File: src/rtl/bram_pkg.sv
// Shared definitions for the PS/PL mailbox BRAM: geometry defaults, mailbox map,
// arbiter state encoding and the read-tag record carried down the return pipeline.
package bram_pkg;

  localparam int BRAM_AW = 8;
  localparam int BRAM_DW = 32;

  localparam logic [BRAM_AW-1:0] IMG_BASE    = 8'd0;
  localparam logic [BRAM_AW-1:0] FLAG_ADDR   = 8'd196;
  localparam logic [BRAM_AW-1:0] RESULT_ADDR = 8'd197;
  localparam logic [BRAM_DW-1:0] FLAG_READY  = 32'hffff_ffff;

  typedef enum logic [1:0] {
    IDLE = 2'b00,
    OWN0 = 2'b01,
    OWN1 = 2'b10
  } arb_state_e;

  typedef struct packed {
    logic is_read;
    logic id;
  } rd_tag_t;

endpackage

File: src/rtl/rd_tag_pipe.sv
// Two-stage return-tag pipeline: tags each accepted read with its requester so
// the BRAM data, valid two cycles after acceptance, is steered to the issuer.
module rd_tag_pipe
  import bram_pkg::*;
(
  input  logic    clk,
  input  logic    reset,
  input  rd_tag_t tag_i,
  output logic    rvalid0_o,
  output logic    rvalid1_o
);

  rd_tag_t tag_p1_q, tag_p2_q;

  always_ff @(posedge clk or posedge reset) begin
    if (reset) begin
      tag_p1_q <= '0;
      tag_p2_q <= '0;
    end else begin
      tag_p1_q <= tag_i;
      tag_p2_q <= tag_p1_q;
    end
  end

  assign rvalid0_o = tag_p2_q.is_read && !tag_p2_q.id;
  assign rvalid1_o = tag_p2_q.is_read &&  tag_p2_q.id;

endmodule

File: src/rtl/bram_port_arbiter.sv
// Round-robin, burst-locked arbiter sharing one BRAM port between the image
// loader (0) and the result/status writer (1); registers the BRAM command.
module bram_port_arbiter
  import bram_pkg::*;
#(
  parameter int AW = BRAM_AW,
  parameter int DW = BRAM_DW
) (
  input  logic          clk,
  input  logic          reset,
  input  logic          req0,
  input  logic          req1,
  output logic          gnt0,
  output logic          gnt1,
  input  logic          we0,
  input  logic          we1,
  input  logic [AW-1:0] addr0,
  input  logic [AW-1:0] addr1,
  input  logic [DW-1:0] din0,
  input  logic [DW-1:0] din1,
  output logic          rvalid0,
  output logic          rvalid1,
  output logic [DW-1:0] rdata0,
  output logic [DW-1:0] rdata1,
  output logic          bram_we,
  output logic [AW-1:0] bram_addr,
  output logic [DW-1:0] bram_din,
  input  logic [DW-1:0] bram_dout
);

  arb_state_e    state_q, state_d;
  logic          last_q, last_d;
  logic          we_q, we_d;
  logic [AW-1:0] addr_q, addr_d;
  logic [DW-1:0] din_q, din_d;

  logic          acc;
  logic          acc_we;
  logic [AW-1:0] acc_addr;
  logic [DW-1:0] acc_din;
  rd_tag_t       acc_tag;

  // Ownership only moves on release; a tie from IDLE goes to the non-last owner.
  always_comb begin
    state_d = state_q;
    last_d  = last_q;
    case (state_q)
      IDLE: begin
        if (req0 && req1)  state_d = last_q ? OWN0 : OWN1;
        else if (req0)     state_d = OWN0;
        else if (req1)     state_d = OWN1;
      end
      OWN0: begin
        if (!req0) begin
          last_d  = 1'b0;
          state_d = req1 ? OWN1 : IDLE;
        end
      end
      OWN1: begin
        if (!req1) begin
          last_d  = 1'b1;
          state_d = req0 ? OWN0 : IDLE;
        end
      end
      default: state_d = IDLE;
    endcase
  end

  always_comb begin
    acc      = 1'b0;
    acc_we   = 1'b0;
    acc_addr = addr0;
    acc_din  = din0;
    if (state_q == OWN0 && req0) begin
      acc    = 1'b1;
      acc_we = we0;
    end else if (state_q == OWN1 && req1) begin
      acc      = 1'b1;
      acc_we   = we1;
      acc_addr = addr1;
      acc_din  = din1;
    end
    acc_tag.is_read = acc && !acc_we;
    acc_tag.id      = (state_q == OWN1);
  end

  // Idle cycles deassert the write enable but leave address and data parked.
  always_comb begin
    we_d   = acc && acc_we;
    addr_d = acc ? acc_addr : addr_q;
    din_d  = acc ? acc_din  : din_q;
  end

  always_ff @(posedge clk or posedge reset) begin
    if (reset) begin
      state_q <= IDLE;
      last_q  <= 1'b1;
      we_q    <= 1'b0;
      addr_q  <= '0;
      din_q   <= '0;
    end else begin
      state_q <= state_d;
      last_q  <= last_d;
      we_q    <= we_d;
      addr_q  <= addr_d;
      din_q   <= din_d;
    end
  end

  rd_tag_pipe u_rd_tag_pipe (
    .clk       (clk),
    .reset     (reset),
    .tag_i     (acc_tag),
    .rvalid0_o (rvalid0),
    .rvalid1_o (rvalid1)
  );

  assign gnt0      = (state_q == OWN0);
  assign gnt1      = (state_q == OWN1);
  assign bram_we   = we_q;
  assign bram_addr = addr_q;
  assign bram_din  = din_q;
  assign rdata0    = bram_dout;
  assign rdata1    = bram_dout;

endmodule

File: config.mk
export PLATFORM = sky130hd
export DESIGN_NAME = bram_port_arbiter
export DESIGN_NICKNAME = d
export VERILOG_FILES = /design/src/rtl/bram_pkg.sv /design/src/rtl/rd_tag_pipe.sv /design/src/rtl/bram_port_arbiter.sv
export SDC_FILE = /design/constraint.sdc
export NUM_CORES = 1
export LEC_CHECK = 0
export CELL_PAD_IN_SITES_DETAIL_PLACEMENT = 1
export CELL_PAD_IN_SITES_GLOBAL_PLACEMENT = 1
export CORE_UTILIZATION = 25
export CTS_BUF_LIST = sky130_fd_sc_hd__clkbuf_2
export CTS_CLUSTER_DIAMETER = 40
export CTS_CLUSTER_SIZE = 30
export DETAILED_ROUTE_END_ITERATION = 8
export PLACE_DENSITY = 0.86
export SLEW_MARGIN = 40
export SYNTH_ARGS = -nofsm -noshare
export SYNTH_HDL_FRONTEND = slang
export SYNTH_SLANG_ARGS = --single-unit
File: constraint.sdc
create_clock -name clk -period 2.26 [get_ports clk]
set_clock_uncertainty 0.1 [all_clocks]
set_input_delay 0.452 -clock clk [delete_from_list [all_inputs] [get_ports clk]]
set_output_delay 0.452 -clock clk [all_outputs]
set_load 0.1 [all_outputs]
=== Word-level counts from Yosys, hierarchy flattened ===
Cells that the tools add are included.

* Mux-type cells: 20
* Reductions and logical operators: 13
* Equal/unequal tests: 5

{| class="wikitable"
|+ Operator list
! operator !! number
|-
| $mux W32 || 2
|-
| $mux W8 || 2
|-
| $mux W2 || 7
|-
| $logic_and A1 B1 Y1 || 7
|-
| $mux W1 || 7
|-
| $pmux W2 S3 || 1
|-
| $reduce_and A3 Y1 || 2
|-
| $ne A2 B2 Y1 const B || 2
|-
| $ne A4 B4 Y1 const B || 1
|-
| $eq A2 B1 Y1 const B || 1
|-
| $eq A2 B2 Y1 const B || 1
|-
| $logic_not A1 Y1 || 2
|-
| $logic_not A2 Y1 || 1
|-
| $pmux W1 S2 || 1
|-
| $reduce_bool A2 Y1 || 1
|}

* Word-level logic and storage cells: 47
* Output and inout bits: 109
* Flip-flop bits (word level): 48
* Bits of input ports: 118

=== Depth between registers and ports, before layout ===
Gate-level depths: netlist of run 1.

* Word-level depth: 6
* Gate-level depth with buffers: 5
* Mapped depth without buffers: 3

=== By module ===
A second synthesis of run 1 with hierarchy kept.

* Cell total of the unflattened synthesis: 330
* Area, all modules: 3178.0 um^2

{| class="wikitable"
|+ Modules (own cells, without submodules)
! module !! cells each !! sequential area each (um^2) !! area each (um^2) !! times used
|-
| bram_port_arbiter || 323 || 1102.3 || 3057.9 || 1
|-
| rd_tag_pipe || 7 || 100.1 || 120.1 || 1
|}

=== Least setup slack after synthesis of run 1 ===
No wires, ideal clock.

* Path type: register to output
* Start: register state_q[0]
* End: output gnt0
* Required time: 1.708 ns
* Path buffers: 2
* Cell stages (with the launch flop): 4
* Path slack: -0.397 ns
* Arrival: 2.105 ns
* Cell sequence: dfrtp_1 > buf_2 > buf_2 > nor2b_1

* Cells in the longest elaborated chain, start to end: 1

{| class="wikitable"
|+ RTL lines
! item !! RTL line !! RTL
|-
| start, declared || bram_port_arbiter.sv:31 || <nowiki>arb_state_e state_q, state_d;</nowiki>
|-
| start signal, assigned || bram_port_arbiter.sv:102 || <nowiki>state_q <= state_d;</nowiki>
|-
| $eq A2 B1 Y1 || bram_port_arbiter.sv:118 || <nowiki>assign gnt0 = (state_q == OWN0);</nowiki>
|-
| end, declared || bram_port_arbiter.sv:13 || <nowiki>output logic gnt0,</nowiki>
|}

Every way passes these cells.

=== Worst setup path after layout of run 1 ===
* Start: register state_q[1]
* End: output gnt0

The elaborated chain is that of the path after synthesis.

==> out/results.ini, run 1 <==
[outcome]
status=finished, final reports clean

[clocking]
cts.clk_slew.worst_paths_ns=0.30
clock_sinks=48
cts_hold_buf=0
numCtsBuffers=5
cts-htree-levels=2
clk_path_buf_depth=2
tritoncts=yes
worstSkewPairLatency_ns=0.44
root_buffer=clkbuf_2

[setup_path]
cp-startpoint=state_q[1]
critPathArrivalTime_ns=1.54
path_class=reg2out
cp-start-kind=flop
regToRegStartpoint=state_q[1]
path_max_fanout=15
critPathMaxStageDelay_ns=0.51
r2r_slack_ns=0.59
endpoint_kind=output pin
cp_slowest_cell=dfrtp_2
crit_chain=buf_4 > nor2b_2 > buf_12
r2r-end=bram_din[1]
r2r_cells=5
worstPathRequired_ns=1.71

[detailed_routing]
drc=0
viasPerCell=4.73
drt_iter0_markers=76
wirelength_mm=9.32
post_drt_wl_per_cell_microns=16.6
drt-pass1-iter-count=4
vias=2651
antenna_left=0

[finish]
layout_commonest_cell=clkdlybuf4s50_1
mostFrequentLayoutCells=85 x clkdlybuf4s50_1, 58 x buf_4, 45 x dfrtp_1
final_util=0.342
n_antenna_cell=0
drive_above_1_share=0.194
fin_nets=509
area_delta_synth_final_pct=31.9
fin_cells=560

[global_route]
antenna_found_initial=0
grt_pass1_wl_mm=14.6
grtUsageTotal=0.142
grt_max_degree=53
grt_pass1_vias=2952
overflow=0

[synthesis]
synthCells=332
yosys.area_share.simple=0.164
muxShareOfSynthArea=0.105
yosysWarningCount=0
synth_compound_area_frac=0.145
yosys.area_share.xor_xnor=0
yosys.area_share.adder=0
ys_seq_area_frac=0.382
syn_area_sq_um=3150
ys_ff_latch=48
synth_cell_type_count=27
synth_top_family_by_area=buffers and inverters
syn_nets=450
syn_avg_cell_area_sq_um=9.49

[floorplan]
ioPinCount=227
die_w_microns=114
initial_core_util=0.259
die_h_microns=114
dieArea_sq_um=13100
core_area_sq_um=12200
rows=40

[power_and_ir_drop]
ir_drop_mv=1.06
p_leak_nw=1.85
cellPowerDensity_nw_per_um2=1440

[job]
cap_violations=0

[timing]
rsz0062_at_grt=no
finalHoldViolations=0
fmax_mhz=478
tns_ns=0
slew-limit-headroom=0.644
timing.final.crit_share=0.926
worst_slew_pin_slew_ns=0.534
min_period_ns=2.09
report.final.slew_viol_count=0
setup_viol=0

[placement]
placed_cells=550
io_buffers=130
gp_congestion=0.708
dp_hpwl_mm=6.81

[hold_path]
hold_class=in2async

==> Yosys cell counts (all sizes together) <==
library cell	number	area, sq um
a211oi	33	248
a21oi	34	170
and2	3	18.8
and2b	1	7.51
and3	33	206
buf	75	568
clkbuf	18	68.8
dfrtp	47	1180
dfstp	1	26.3
inv	2	7.51
mux2i	33	330
nand2	2	7.51
nand2b	2	20.0
nand3	15	75.1
nand3b	14	105
nand4	7	43.8
nor2	2	7.51
nor2b	4	25.0
o21ai	3	15.0
o22a	1	8.76
o22ai	1	6.26
o32ai	1	8.76
==> how the worst max path moves through the flow <==
stage / endpoint / slack (ns) / cells after the start
finish: gnt0 / 0.17 / 3
CTS: gnt0 / 0.02 / 3
global route: gnt0 / 0.04 / 3
detailed placement: bram_din[23] / 0.18 / 4
global placement: bram_din[26] / 0.22 / 4
floorplan: rvalid0 / 0.02 / 1
==> power by group <==
| group | internal, mW | leakage (nW) | switching (mW) |
|---|---|---|---|
| Clock | 0.302 | 0.0536 | 0.315 |
| Sequential | 1.18 | 0.555 | 0.295 |
| Combinational | 0.912 | 1.24 | 2.96 |
==> kinds of logic after synthesis <==
| group | after synthesis |
|---|---|
| simple gates | 83 |
| compound gates | 73 |
| flops | 48 |
| mux | 33 |
| buf+inv | 95 |
==> final cells by class <==
class	instances	area [sq um]
Clock buffer	5	25.0
Clock inverter	3	68.8
Fill cell	1419	8010
Inverter	2	7.51
Multi-Input combinational cell	189	1310
Sequential cell	48	1200
Tap cell	168	210
Timing Repair Buffer	145	1330
==> critical path, delay by kind of cell, from the launching register on <==
kind,cells,cell delay (ns)
buffers and inverters,2,0.40
AND/OR/NAND/NOR,1,0.18
flip-flops,1,0.51
==> repair_timing <==
action | in CTS | in global routing
cloned | 0 | 0
buffers inserted | 0 | 2
endpoints found under the setup margin | 1 | 1
resized for setup | 1 | 0
==> stage by stage <==
step | power (mW) | setup WS (ns) | hold slack, ns | cell area, sq um
floorplan | 4.95 | 0.0152 | 0.231 | 3160
global placement | 5.31 | 0.220 | 0.234 | 4040
detailed placement | 5.39 | 0.181 | 0.236 | 4040
CTS | 6.02 | 0.0230 | 0.156 | 4140
global route | 6.22 | 0.0351 | 0.126 | 4150
finish | 5.97 | 0.167 | 0.177 | 4150
==> metal layers <==
metal	GRT usage	part of all wire
met3	0.0328	0.059
met1	0.157	0.40
met5	0	0
met4	0.0511	0.016
met2	0.265	0.52
==> state kept, by name (all words and copies together), names as in the netlist <==
register / flops
u_rd_tag_pipe.tag_p1_q: 2
bram_we: 1
state_q: 2
bram_din: 32
u_rd_tag_pipe.tag_p2_q: 2
bram_addr: 8
last_q: 1
No activity file was read; power rests on OpenSTA's default activity.
==> run 2: changes to the inputs <==
- CORE_MARGIN: not set -> 2
- SLEW_MARGIN: 40 -> not set
- clock period: 2.26 -> 2 ns (I/O delays scaled with it)
==> run 2 against run 1 <==
Power up 27%; sequential share of layout area down 3.4 points; via count down 0.45%; largest power group unchanged.
==> out/results.ini, run 2 (synthesized netlist as in run 1, its figures left out) <==
[outcome]
status=finished, final reports clean

[setup_path]
path_max_fanout=5  ; -10
path_class=reg2out
critPathArrivalTime_ns=1.36  ; -0.18 ns
crit_chain=nor2b_2 > buf_12
cp-start-kind=flop
critical_path_buf_inv_count=1  ; -1
endpoint_kind=output pin
critPathMaxStageDelay_ns=0.59  ; +0.08 ns
crit_family=flip-flops
cp_slowest_cell=dfrtp_4
worstPathRequired_ns=1.50  ; -0.21 ns

[detailed_routing]
vias=2639  ; -0.45%
antenna_left=0  ; unchanged
drt-pass1-iter-count=4  ; unchanged
wirelength_mm=9.64  ; +3.4%
viasPerCell=4.67  ; -1.3%
drt_iter0_markers=61  ; -20%
post_drt_wl_per_cell_microns=17.1  ; +2.5%
drc=0  ; unchanged

[timing]
min_period_ns=1.86
tns_ns=0  ; unchanged
rsz0062_at_grt=no
worst_slew_pin_slew_ns=0.514  ; -0.0200 ns
fmax_mhz=538
finalHoldViolations=0  ; unchanged
timing.final.crit_share=0.929
report.final.slew_viol_count=0  ; unchanged
setup_viol=0  ; unchanged
slew-limit-headroom=0.657  ; +0.0128

[clocking]
root_buffer=clkbuf_2
clk_path_buf_depth=2  ; unchanged
cts-htree-levels=2  ; unchanged
numCtsBuffers=5  ; unchanged
tritoncts=yes
clock_sinks=48  ; unchanged
cts.clk_slew.worst_paths_ns=0.25  ; -0.05 ns
worstSkewPairLatency_ns=0.41  ; -0.03 ns

[finish]
mostFrequentLayoutCells=85 x clkdlybuf4s50_1, 49 x buf_12, 45 x dfrtp_1
fin_cells=565  ; +0.89%
layout_commonest_cell=clkdlybuf4s50_1
multi_input_area_sq_um=1320  ; +0.57%
n_antenna_cell=0  ; unchanged
area_delta_synth_final_pct=49.5
fillerInstances=1391  ; -2.0%
drive_above_1_share=0.196  ; +0.00205
largest_reg_flops=32  ; unchanged
fin_nets=510  ; +0.20%
ff_latch_area_sq_um=1210  ; +0.21%

[power_and_ir_drop]
p_leak_nw=2.06  ; +11%
ir_drop_mv=1.05  ; -0.26%
cellPowerDensity_nw_per_um2=1610  ; +12%

[global_route]
grtUsageTotal=0.144  ; +0.00153
overflow=0  ; unchanged
grt_max_degree=51  ; -3.8%
antenna_found_initial=0  ; unchanged
grt_pass1_wl_mm=15.4  ; +5.3%
grt_pass1_vias=2974  ; +0.75%

[placement]
gp_congestion=0.681  ; -3.8%
dp_hpwl_mm=7.20  ; +5.7%
io_buffers=130  ; unchanged
placed_cells=554  ; +0.73%

[floorplan]
die_h_microns=116  ; +1.8%
die_w_microns=116  ; +1.8%
dieArea_sq_um=13500  ; +3.5%
ioPinCount=227  ; unchanged
core_area_sq_um=12500  ; +2.5%
rows=41  ; +2.5%
initial_core_util=0.253  ; -0.00632

[hold_path]
hold_class=in2async

[job]
cap_violations=0  ; unchanged

[run 2: changes by cell type in the layout (fill, tap and decap cells not counted)]
cell	previous run	this run
dfrtp_2	2	1
buf_12	2	49
inv_6	1	0
nor2b_4	0	1
clkinv_1	0	1
buf_4	58	12
clkinv_2	0	2
nor2b_1	2	1
bufinv_16	2	0
dfrtp_4	0	1
[run 2: through the flow]
step / total power, mW / utilization / instance area [sq um] / hold slack (ns) / setup slack, ns
6_report: 7.57 / 0.378 / 4710 / 0.196 / 0.142
5_1_grt: 7.90 / 0.378 / 4710 / 0.183 / 0.0415
4_1_cts: 7.64 / 0.377 / 4690 / 0.182 / 0.0142
3_5_place_dp: 7.20 / 0.373 / 4640 / 0.236 / 0.0431
3_3_place_gp: 7.10 / 0.373 / 4640 / 0.233 / 0.132
2_1_floorplan: 5.60 / - / 3160 / 0.231 / -0.0877
[run 2: path summary, 6_finish.rpt]
path | start | to | slack (ns) | cells past startpoint
setup / recovery | state_q[0] | gnt0 | 0.14 | 2
hold / removal | reset | bram_din[19] | 0.20 | 2
setup reg to reg | state_q[1] | bram_din[21] | 0.50 | 5
hold reg to reg | u_rd_tag_pipe.tag_p1_q[0] | u_rd_tag_pipe.tag_p2_q[0] | 0.28 | 0
max in group asynchronous | reset | bram_din[25] | 1.06 | 3
min in group clk | u_rd_tag_pipe.tag_p1_q[0] | u_rd_tag_pipe.tag_p2_q[0] | 0.28 | 0
[run 2: area by class of cell]
| type | instances | share of cell area |
|---|---|---|
| Inverter | 2 | 0.00159 |
| Timing Repair Buffer | 146 | 0.408 |
| Clock buffer | 5 | 0.00531 |
| Multi-Input combinational cell | 189 | 0.280 |
| Clock inverter | 3 | 0.00292 |
| Sequential cell | 48 | 0.256 |
| Tap cell | 172 | 0.0457 |
[run 2: routing by layer]
metal | global-route usage | up-vias | wire, microns
li1 | - | 1248 | -
met1 | 0.170 | 1281 | 3940
met2 | 0.263 | 89 | 5070
met3 | 0.0343 | 21 | 546
met4 | 0.0333 | 0 | 85
met5 | 0 | - | 0
[run 2: timing repair]
item | CTS | global route
cloned | 0 | 0
hold buffers | 0 | 0
setup buffers | 1 | 2
endpoints found under the setup margin | 2 | 1
gates resized for setup | 2 | 0
[run 2: worst reg2reg max path, delay by kind of cell (launching register included)]
kind | cells | cell delay, ns
AOI/OAI and AO/OA | 2 | 0.31
DFF | 1 | 0.53
and+or+nand+nor | 1 | 0.15
buffers and inverters | 2 | 0.33
[run 2: power breakdown]
| group | switching (mW) | total, mW | internal (mW) |
|---|---|---|---|
| Sequential | 0.536 | 1.87 | 1.34 |
| Clock | 0.325 | 0.404 | 0.0789 |
| Combinational | 3.35 | 5.29 | 1.94 |
==> run 3: changes to the inputs <==
- ABC_CLOCK_PERIOD_IN_PS: not set -> 2000
==> results of run 3 <==
No change in the layout: final DEF, timing and power equal those of run 2.
